$ cat src/rtl/fft_bin_sequencer_if.sv
// ---------------------------------------------------------------------------
// fft_bin_sequencer_if : frame input, bin stream and peak report bundle
// Revision 1.0
// ---------------------------------------------------------------------------
`default_nettype none

interface fft_bin_sequencer_if #(
  parameter int NBINS = 16,
  parameter int DW    = 32,
  parameter int IDXW  = 4
);
  logic                frame_valid;
  logic [NBINS*DW-1:0] frame_data;
  logic                frame_busy;
  logic                bin_valid;
  logic                bin_ready;
  logic [DW-1:0]       bin_data;
  logic [IDXW-1:0]     bin_idx;
  logic                bin_last;
  logic                peak_valid;
  logic [IDXW-1:0]     peak_idx;
  logic [DW-1:0]       peak_val;
  logic [7:0]          drop_cnt;

  // The sequencer side: sources the bin stream and peak report
  modport master (
    input  frame_valid, frame_data, bin_ready,
    output frame_busy, bin_valid, bin_data, bin_idx, bin_last,
           peak_valid, peak_idx, peak_val, drop_cnt
  );

  // The environment side: supplies frames and consumes bins
  modport slave (
    output frame_valid, frame_data, bin_ready,
    input  frame_busy, bin_valid, bin_data, bin_idx, bin_last,
           peak_valid, peak_idx, peak_val, drop_cnt
  );
endinterface

`default_nettype wire

$ cat src/rtl/fft_bin_sequencer.sv
// ---------------------------------------------------------------------------
// fft_bin_sequencer : buffers one FFT frame, streams its bins, reports peak
// Revision 1.0
// ---------------------------------------------------------------------------
`default_nettype none

module fft_bin_sequencer #(
  parameter int NBINS = 16,
  parameter int DW    = 32,
  parameter int IDXW  = 4
) (
  input  wire                 clk,
  input  wire                 rst,
  fft_bin_sequencer_if.master bin_if
);

  typedef enum logic [1:0] {
    S_IDLE   = 2'd0,
    S_STREAM = 2'd1,
    S_DONE   = 2'd2
  } state_e;

  state_e          state_q, state_d;
  logic [DW-1:0]   buf_q [NBINS];
  logic [DW-1:0]   buf_d [NBINS];
  logic [IDXW-1:0] idx_q, idx_d;
  logic [IDXW-1:0] run_idx_q, run_idx_d;
  logic [DW-1:0]   run_val_q, run_val_d;
  logic [IDXW-1:0] peak_idx_q, peak_idx_d;
  logic [DW-1:0]   peak_val_q, peak_val_d;
  logic [7:0]      drop_q, drop_d;

  logic [DW-1:0]   w_cur;
  logic            w_last;
  logic            w_better;

  assign w_cur    = buf_q[idx_q];
  assign w_last   = (idx_q == IDXW'(NBINS - 1));
  // Strict compare keeps the earliest index on ties; bin 0 always seeds the peak
  assign w_better = (idx_q == '0) || (w_cur > run_val_q);

  always_comb begin
    state_d    = state_q;
    buf_d      = buf_q;
    idx_d      = idx_q;
    run_idx_d  = run_idx_q;
    run_val_d  = run_val_q;
    peak_idx_d = peak_idx_q;
    peak_val_d = peak_val_q;
    drop_d     = drop_q;

    if (bin_if.frame_valid && (state_q != S_IDLE) && (drop_q != 8'hFF)) begin
      drop_d = drop_q + 8'd1;
    end

    case (state_q)
      S_IDLE: begin
        if (bin_if.frame_valid) begin
          for (int k = 0; k < NBINS; k++) begin
            buf_d[k] = bin_if.frame_data[k*DW +: DW];
          end
          idx_d   = '0;
          state_d = S_STREAM;
        end
      end
      S_STREAM: begin
        if (bin_if.bin_ready) begin
          if (w_better) begin
            run_idx_d = idx_q;
            run_val_d = w_cur;
          end
          if (w_last) begin
            // Publish the peak including this final bin's comparison
            peak_idx_d = w_better ? idx_q : run_idx_q;
            peak_val_d = w_better ? w_cur : run_val_q;
            state_d    = S_DONE;
          end else begin
            idx_d = idx_q + IDXW'(1);
          end
        end
      end
      S_DONE: begin
        state_d = S_IDLE;
      end
      default: begin
        state_d = S_IDLE;
      end
    endcase
  end

  always_ff @(posedge clk) begin
    if (rst) begin
      state_q    <= S_IDLE;
      idx_q      <= '0;
      run_idx_q  <= '0;
      run_val_q  <= '0;
      peak_idx_q <= '0;
      peak_val_q <= '0;
      drop_q     <= '0;
      for (int k = 0; k < NBINS; k++) begin
        buf_q[k] <= '0;
      end
    end else begin
      state_q    <= state_d;
      idx_q      <= idx_d;
      run_idx_q  <= run_idx_d;
      run_val_q  <= run_val_d;
      peak_idx_q <= peak_idx_d;
      peak_val_q <= peak_val_d;
      drop_q     <= drop_d;
      for (int k = 0; k < NBINS; k++) begin
        buf_q[k] <= buf_d[k];
      end
    end
  end

  assign bin_if.frame_busy = (state_q != S_IDLE);
  assign bin_if.bin_valid  = (state_q == S_STREAM);
  assign bin_if.bin_data   = (state_q == S_STREAM) ? w_cur : '0;
  assign bin_if.bin_idx    = idx_q;
  assign bin_if.bin_last   = (state_q == S_STREAM) && w_last;
  assign bin_if.peak_valid = (state_q == S_DONE);
  assign bin_if.peak_idx   = peak_idx_q;
  assign bin_if.peak_val   = peak_val_q;
  assign bin_if.drop_cnt   = drop_q;

endmodule

`default_nettype wire

$ cat src/flat_wrapper.sv
// flat-port wrapper written by rule: the top's interface ports become plain ports
module fft_bin_sequencer_flat 
#(
  parameter int NBINS = 16,
  parameter int DW    = 32,
  parameter int IDXW  = 4
)
  (clk, rst, bin_if_frame_valid, bin_if_frame_data, bin_if_bin_ready, bin_if_frame_busy, bin_if_bin_valid, bin_if_bin_data, bin_if_bin_idx, bin_if_bin_last, bin_if_peak_valid, bin_if_peak_idx, bin_if_peak_val, bin_if_drop_cnt);
  fft_bin_sequencer_if #(.NBINS(NBINS), .DW(DW), .IDXW(IDXW)) bin_if_i ();
  input  wire clk;
  input  wire rst;
  input wire logic [$bits(bin_if_i.frame_valid)-1:0] bin_if_frame_valid;
  input wire logic [$bits(bin_if_i.frame_data)-1:0] bin_if_frame_data;
  input wire logic [$bits(bin_if_i.bin_ready)-1:0] bin_if_bin_ready;
  output wire logic [$bits(bin_if_i.frame_busy)-1:0] bin_if_frame_busy;
  output wire logic [$bits(bin_if_i.bin_valid)-1:0] bin_if_bin_valid;
  output wire logic [$bits(bin_if_i.bin_data)-1:0] bin_if_bin_data;
  output wire logic [$bits(bin_if_i.bin_idx)-1:0] bin_if_bin_idx;
  output wire logic [$bits(bin_if_i.bin_last)-1:0] bin_if_bin_last;
  output wire logic [$bits(bin_if_i.peak_valid)-1:0] bin_if_peak_valid;
  output wire logic [$bits(bin_if_i.peak_idx)-1:0] bin_if_peak_idx;
  output wire logic [$bits(bin_if_i.peak_val)-1:0] bin_if_peak_val;
  output wire logic [$bits(bin_if_i.drop_cnt)-1:0] bin_if_drop_cnt;
  assign bin_if_i.frame_valid = bin_if_frame_valid;
  assign bin_if_i.frame_data = bin_if_frame_data;
  assign bin_if_i.bin_ready = bin_if_bin_ready;
  assign bin_if_frame_busy = bin_if_i.frame_busy;
  assign bin_if_bin_valid = bin_if_i.bin_valid;
  assign bin_if_bin_data = bin_if_i.bin_data;
  assign bin_if_bin_idx = bin_if_i.bin_idx;
  assign bin_if_bin_last = bin_if_i.bin_last;
  assign bin_if_peak_valid = bin_if_i.peak_valid;
  assign bin_if_peak_idx = bin_if_i.peak_idx;
  assign bin_if_peak_val = bin_if_i.peak_val;
  assign bin_if_drop_cnt = bin_if_i.drop_cnt;
  fft_bin_sequencer #(.NBINS(NBINS), .DW(DW), .IDXW(IDXW)) u_core (.clk(clk), .rst(rst), .bin_if(bin_if_i));
endmodule
$ cat config.mk
export PLATFORM = sky130hd
export DESIGN_NAME = fft_bin_sequencer_flat
export DESIGN_NICKNAME = d
export VERILOG_FILES = /design/src/rtl/fft_bin_sequencer_if.sv /design/src/rtl/fft_bin_sequencer.sv /design/src/flat_wrapper.sv
export SDC_FILE = /design/constraint.sdc
export NUM_CORES = 1
export LEC_CHECK = 0
export CAP_MARGIN = 20
export CORE_MARGIN = 2
export CORE_UTILIZATION = 35
export CTS_CLUSTER_SIZE = 12
export DETAILED_ROUTE_END_ITERATION = 6
export DONT_BUFFER_PORTS = 1
export GPL_TIMING_DRIVEN = 1
export PLACE_DENSITY = 0.57
export REMOVE_ABC_BUFFERS = 1
export SLEW_MARGIN = 20
export SYNTH_ARGS = -nofsm -noshare
export SYNTH_HDL_FRONTEND = slang
export SYNTH_SLANG_ARGS = --single-unit
$ cat constraint.sdc
create_clock -name clk -period 9.94 [get_ports clk]
set_input_delay 1.988 -clock clk [delete_from_list [all_inputs] [get_ports clk]]
set_output_delay 1.988 -clock clk [all_outputs]
set_load 0.02 [all_outputs]
==> summary.md <==
| Metric | Value |
|---|---|
| Reg2reg setup slack | 4.24 ns |
| Slew Limit Fails | 0 |
| Peak supply drop | 0.105 mV |
| Maximum clock rate | 0.173 GHz |
| Yosys reg bits | 598 |
| CP Launch Type | flop |
| Final worst path period share | 58.0% |
| First-pass GRT wire length | 120000 um |
| Number of synthesized flops with an enable pin | 0 |
| Via Count | 20500 |
| Initial drt markers | 1455 |
| Worst setup path end | bin_if_bin_data[14] |
| Hold Crit Class | reg2reg |
| Switching Power | 1.42 mW |
| Switching Share | 24.5% |
| Post-Place Setup Slack | 4.18 ns |
| Ports | 600 |
| Starting density of the core | 35.5% |
| WL/cell | 20.3 um |
| Max-Cap Viols | 0 |
| CP max-delay cell | dfxtp_4 |
| Resized cells post-CTS | 0 |
| Die X | 276 um |
| Critical path endpoint category | output pin |
| Util after Layout | 39.3% |
| Nets | 3474 |
| Number of distinct library cells after synthesis | 47 |
| Post-CTS Setup Bufs | 0 |
| Adder-cell share of the synthesized area | 1.69% |
| Cell breakdown of the critical path | buf_4, buf_4, mux4_2, nand2_1, a31oi_1, and2_1 |
| Max Root-Sink Buffers | 3 |
| Grt ovf | 0 |
| Slew @ Worst Pin | 1.29 ns |
| TritonCTS clock tree | built |
| Worst R2R Start | u_core.bin_if.bin_idx[0] |
| Hold_ws | 0.449 ns |
| Final-layout fill cell count | 7466 |
| Rows | 99 |
| Mux cell area share after synthesis | 13.7% |
| Simple-Gate Fraction of Synth Area | 19.8% |
| H-Tree Depth | 3 |
| Hold Vio Cnt, Final | 0 |
| Share of async-settable or async-resettable flops after synthesis | 0% |
| Clock share of power | 46.2% |
| Final setup violation count | 0 |
| RSZ-0062 raised after global routing | false |
| CP dominant cell by count | buf_4 |
| Cells after Synth | 3079 |
| Gate power share | 8.8% |
| Critical path arrival | 3.78 ns |
| Total chip power | 5.77 mW |
| Largest net degree at the start of global routing | 599 |
| Clk sinks | 598 |
| Relative slew margins | 14.1% |
| Drt pass-1 iters | 5 |
| R2R Path End | u_core.bin_if.peak_val[21] |
| Setup tns final | 0 ns |
| Routed wire length | 80000 um |
| Setup ws final | 4.17 ns |
| Post-synthesis xor/xnor area fraction | 0.202% |
| DIE AREA | 76400 sq um |
| Routability cong. | 0.789 |
| GRT Resource Usage Total | 20.1% |
| Synthesis Warnings | 0 |
| Worst-skew pair later-pin latency | 0.60 ns |
| Height of the die | 276 um |
| DP HPWL | 53600 um |
| Internal power | 4.36 mW |
| Antenna violations before repair | 9 |
| Critical path class | reg2out |
| R2R depth | 14 |
| Main combinational cell family by area after synthesis | simple AND/OR/NAND/NOR gates |
| Compound-Gate Fraction of Synth Area | 13.7% |
| PwrDens | 201 nW/um^2 |
| Port bufs | 0 |
| Max incr delay on CP | 0.74 ns |
| Worst-path clk slew | 0.06 ns |
| Vias in the first global route | 19800 |
| CP startpoint | u_core.bin_if.bin_idx[0] |
| Outcome | finished, final reports clean |
| Post-CTS Hold Fix Bufs | 0 |
| DRC | 0 |
| Core region area | 73200 sq um |
| Worst Skew | 0.0201 ns |
| Post-route antenna net violation count | 0 |
| Crit-path max FO | 29 |
| Avg Cell Area, Syn | 8.44 sq um |
| Synth Flop Type | dfxtp_1 |
| Clock root buffer | clkbuf_16 |
| Sequential area share after synthesis | 46.1% |
| Minimum period implied by the final worst setup slack | 5.77 ns |
| Pleak | 10.0 nW |
| Hold path cells | 2 |
| CP required | 7.95 ns |
| Syn-to-layout area delta | 10.6% |
| Mapped Area | 26000 sq um |
| Layout cells sized above 1 | 9.31% |
| TritonCTS buffer count | 69 |
| Power share of the sequential group | 45.0% |
| Routed vias/inst | 5.21 |
layer usage:
| layer | wire length [um] | part of all wire (%) | vias up | track usage (%) |
|---|---|---|---|---|
| li1 | - | - | 10100 | - |
| met1 | 33400 | 42 | 9836 | 24.7 |
| met2 | 38500 | 48 | 502 | 33.5 |
| met3 | 5810 | 7.3 | 124 | 6.11 |
| met4 | 2180 | 2.7 | 2 | 6.68 |
| met5 | 16 | 0.020 | - | 0 |
Yosys cell counts (2+ instances only):
cell / instances / area (sq um)
a211oi_1: 65 / 488
a21o_1: 2 / 15.0
a21oi_1: 536 / 2680
a311oi_1: 2 / 17.5
a31oi_1: 31 / 194
and2_1: 32 / 200
and3_1: 2 / 12.5
buf_1: 9 / 33.8
buf_12: 4 / 80.1
buf_2: 17 / 85.1
buf_4: 13 / 97.6
buf_6: 4 / 45.0
buf_8: 2 / 30.0
clkbuf_1: 201 / 754
dfxtp_1: 598 / 12000
ha_1: 35 / 438
inv_1: 38 / 143
mux2i_1: 67 / 671
mux4_2: 128 / 2880
nand2_1: 1112 / 4170
nand2b_1: 4 / 25.0
nand3_1: 5 / 25.0
nand4_1: 9 / 56.3
nor2_1: 88 / 330
nor2b_1: 35 / 219
nor3_1: 4 / 20.0
o211a_1: 2 / 20.0
o21a_1: 2 / 15.0
o21ai_0: 9 / 45.0
or3_1: 2 / 12.5
xnor2_1: 2 / 17.5
xor2_1: 4 / 35.0
cell families after synthesis:
kind of cell	after synthesis
flops	598
xor+xnor	6
buf+inv	289
mux	196
compound gates	656
fa+ha+maj	35
simple gates	1299
layout by cell type, fill, tap and decap left out, types with 35 or more instances in the layout:
cell and count:
clkbuf_16 71, nor2b_1 35, a211oi_1 65, mux2i_1 67, mux4_2 128, nand2_1 1111, ha_1 35, dfxtp_1 594
inv_1 37, nor2_1 87, a21oi_1 536
worst min path at each step:
stage	startpoint	end	slack, ns
final	u_core.buf_q[424]	u_core.buf_q[424]	0.45
after global routing	u_core.buf_q[386]	u_core.buf_q[386]	0.46
after CTS	u_core.buf_q[334]	u_core.buf_q[334]	0.45
after detailed placement	u_core.buf_q[424]	u_core.buf_q[424]	0.44
after global placement	u_core.buf_q[432]	u_core.buf_q[432]	0.44
after floorplan	u_core.buf_q[100]	u_core.buf_q[100]	0.43
per-stage QoR:
stage	instances	instance area (sq um)
3_3_place_gp	3811	26300
5_1_grt	3941	28700
6_report	3941	28700
3_5_place_dp	3811	26300
4_1_cts	3934	28700
2_1_floorplan	2829	24900
worst max-delay path: cells and delay by family (launching register included):
| kind | cells | cell delay, ns |
|---|---|---|
| AND/OR/NAND/NOR | 2 | 0.56 |
| AO/OA/AOI/OAI | 1 | 0.61 |
| multiplexers | 1 | 0.26 |
| flip-flops | 1 | 0.74 |
| buffers and inverters | 2 | 0.93 |
state kept, by name (all words and copies together), names as in the netlist:
signal and flops:
u_core.buf_q 512, u_core.bin_if.peak_val 32, u_core.run_val_q 32, u_core.bin_if.drop_cnt 8
u_core.bin_if.bin_idx 4, u_core.bin_if.peak_idx 4, u_core.run_idx_q 4, u_core.state_q 2
layout make-up:
| class | instances | area (sq um) | share of cell area (%) |
|---|---|---|---|
| repair buffers | 23 | 235 | 0.819 |
| inverters | 39 | 146 | 0.509 |
| well taps | 959 | 1200 | 4.18 |
| diodes | 7 | 17.5 | 0.0610 |
| clock inverters | 20 | 300 | 1.04 |
| clock buffers | 103 | 2080 | 7.23 |
| flip-flops and latches | 598 | 12000 | 41.7 |
| multi-input cells | 2192 | 12800 | 44.5 |
power groups by stage:
stage | sequential [mW] | combinational [mW] | clock, mW
final | 2.60 | 0.509 | 2.67
after global routing | 2.61 | 0.573 | 2.83
after CTS | 2.60 | 0.516 | 2.73
after detailed placement | 2.65 | 0.515 | 0
after global placement | 2.65 | 0.508 | 0
after floorplan | 2.63 | 0.467 | 0
Note: power is estimated with default switching activity, not from simulation.
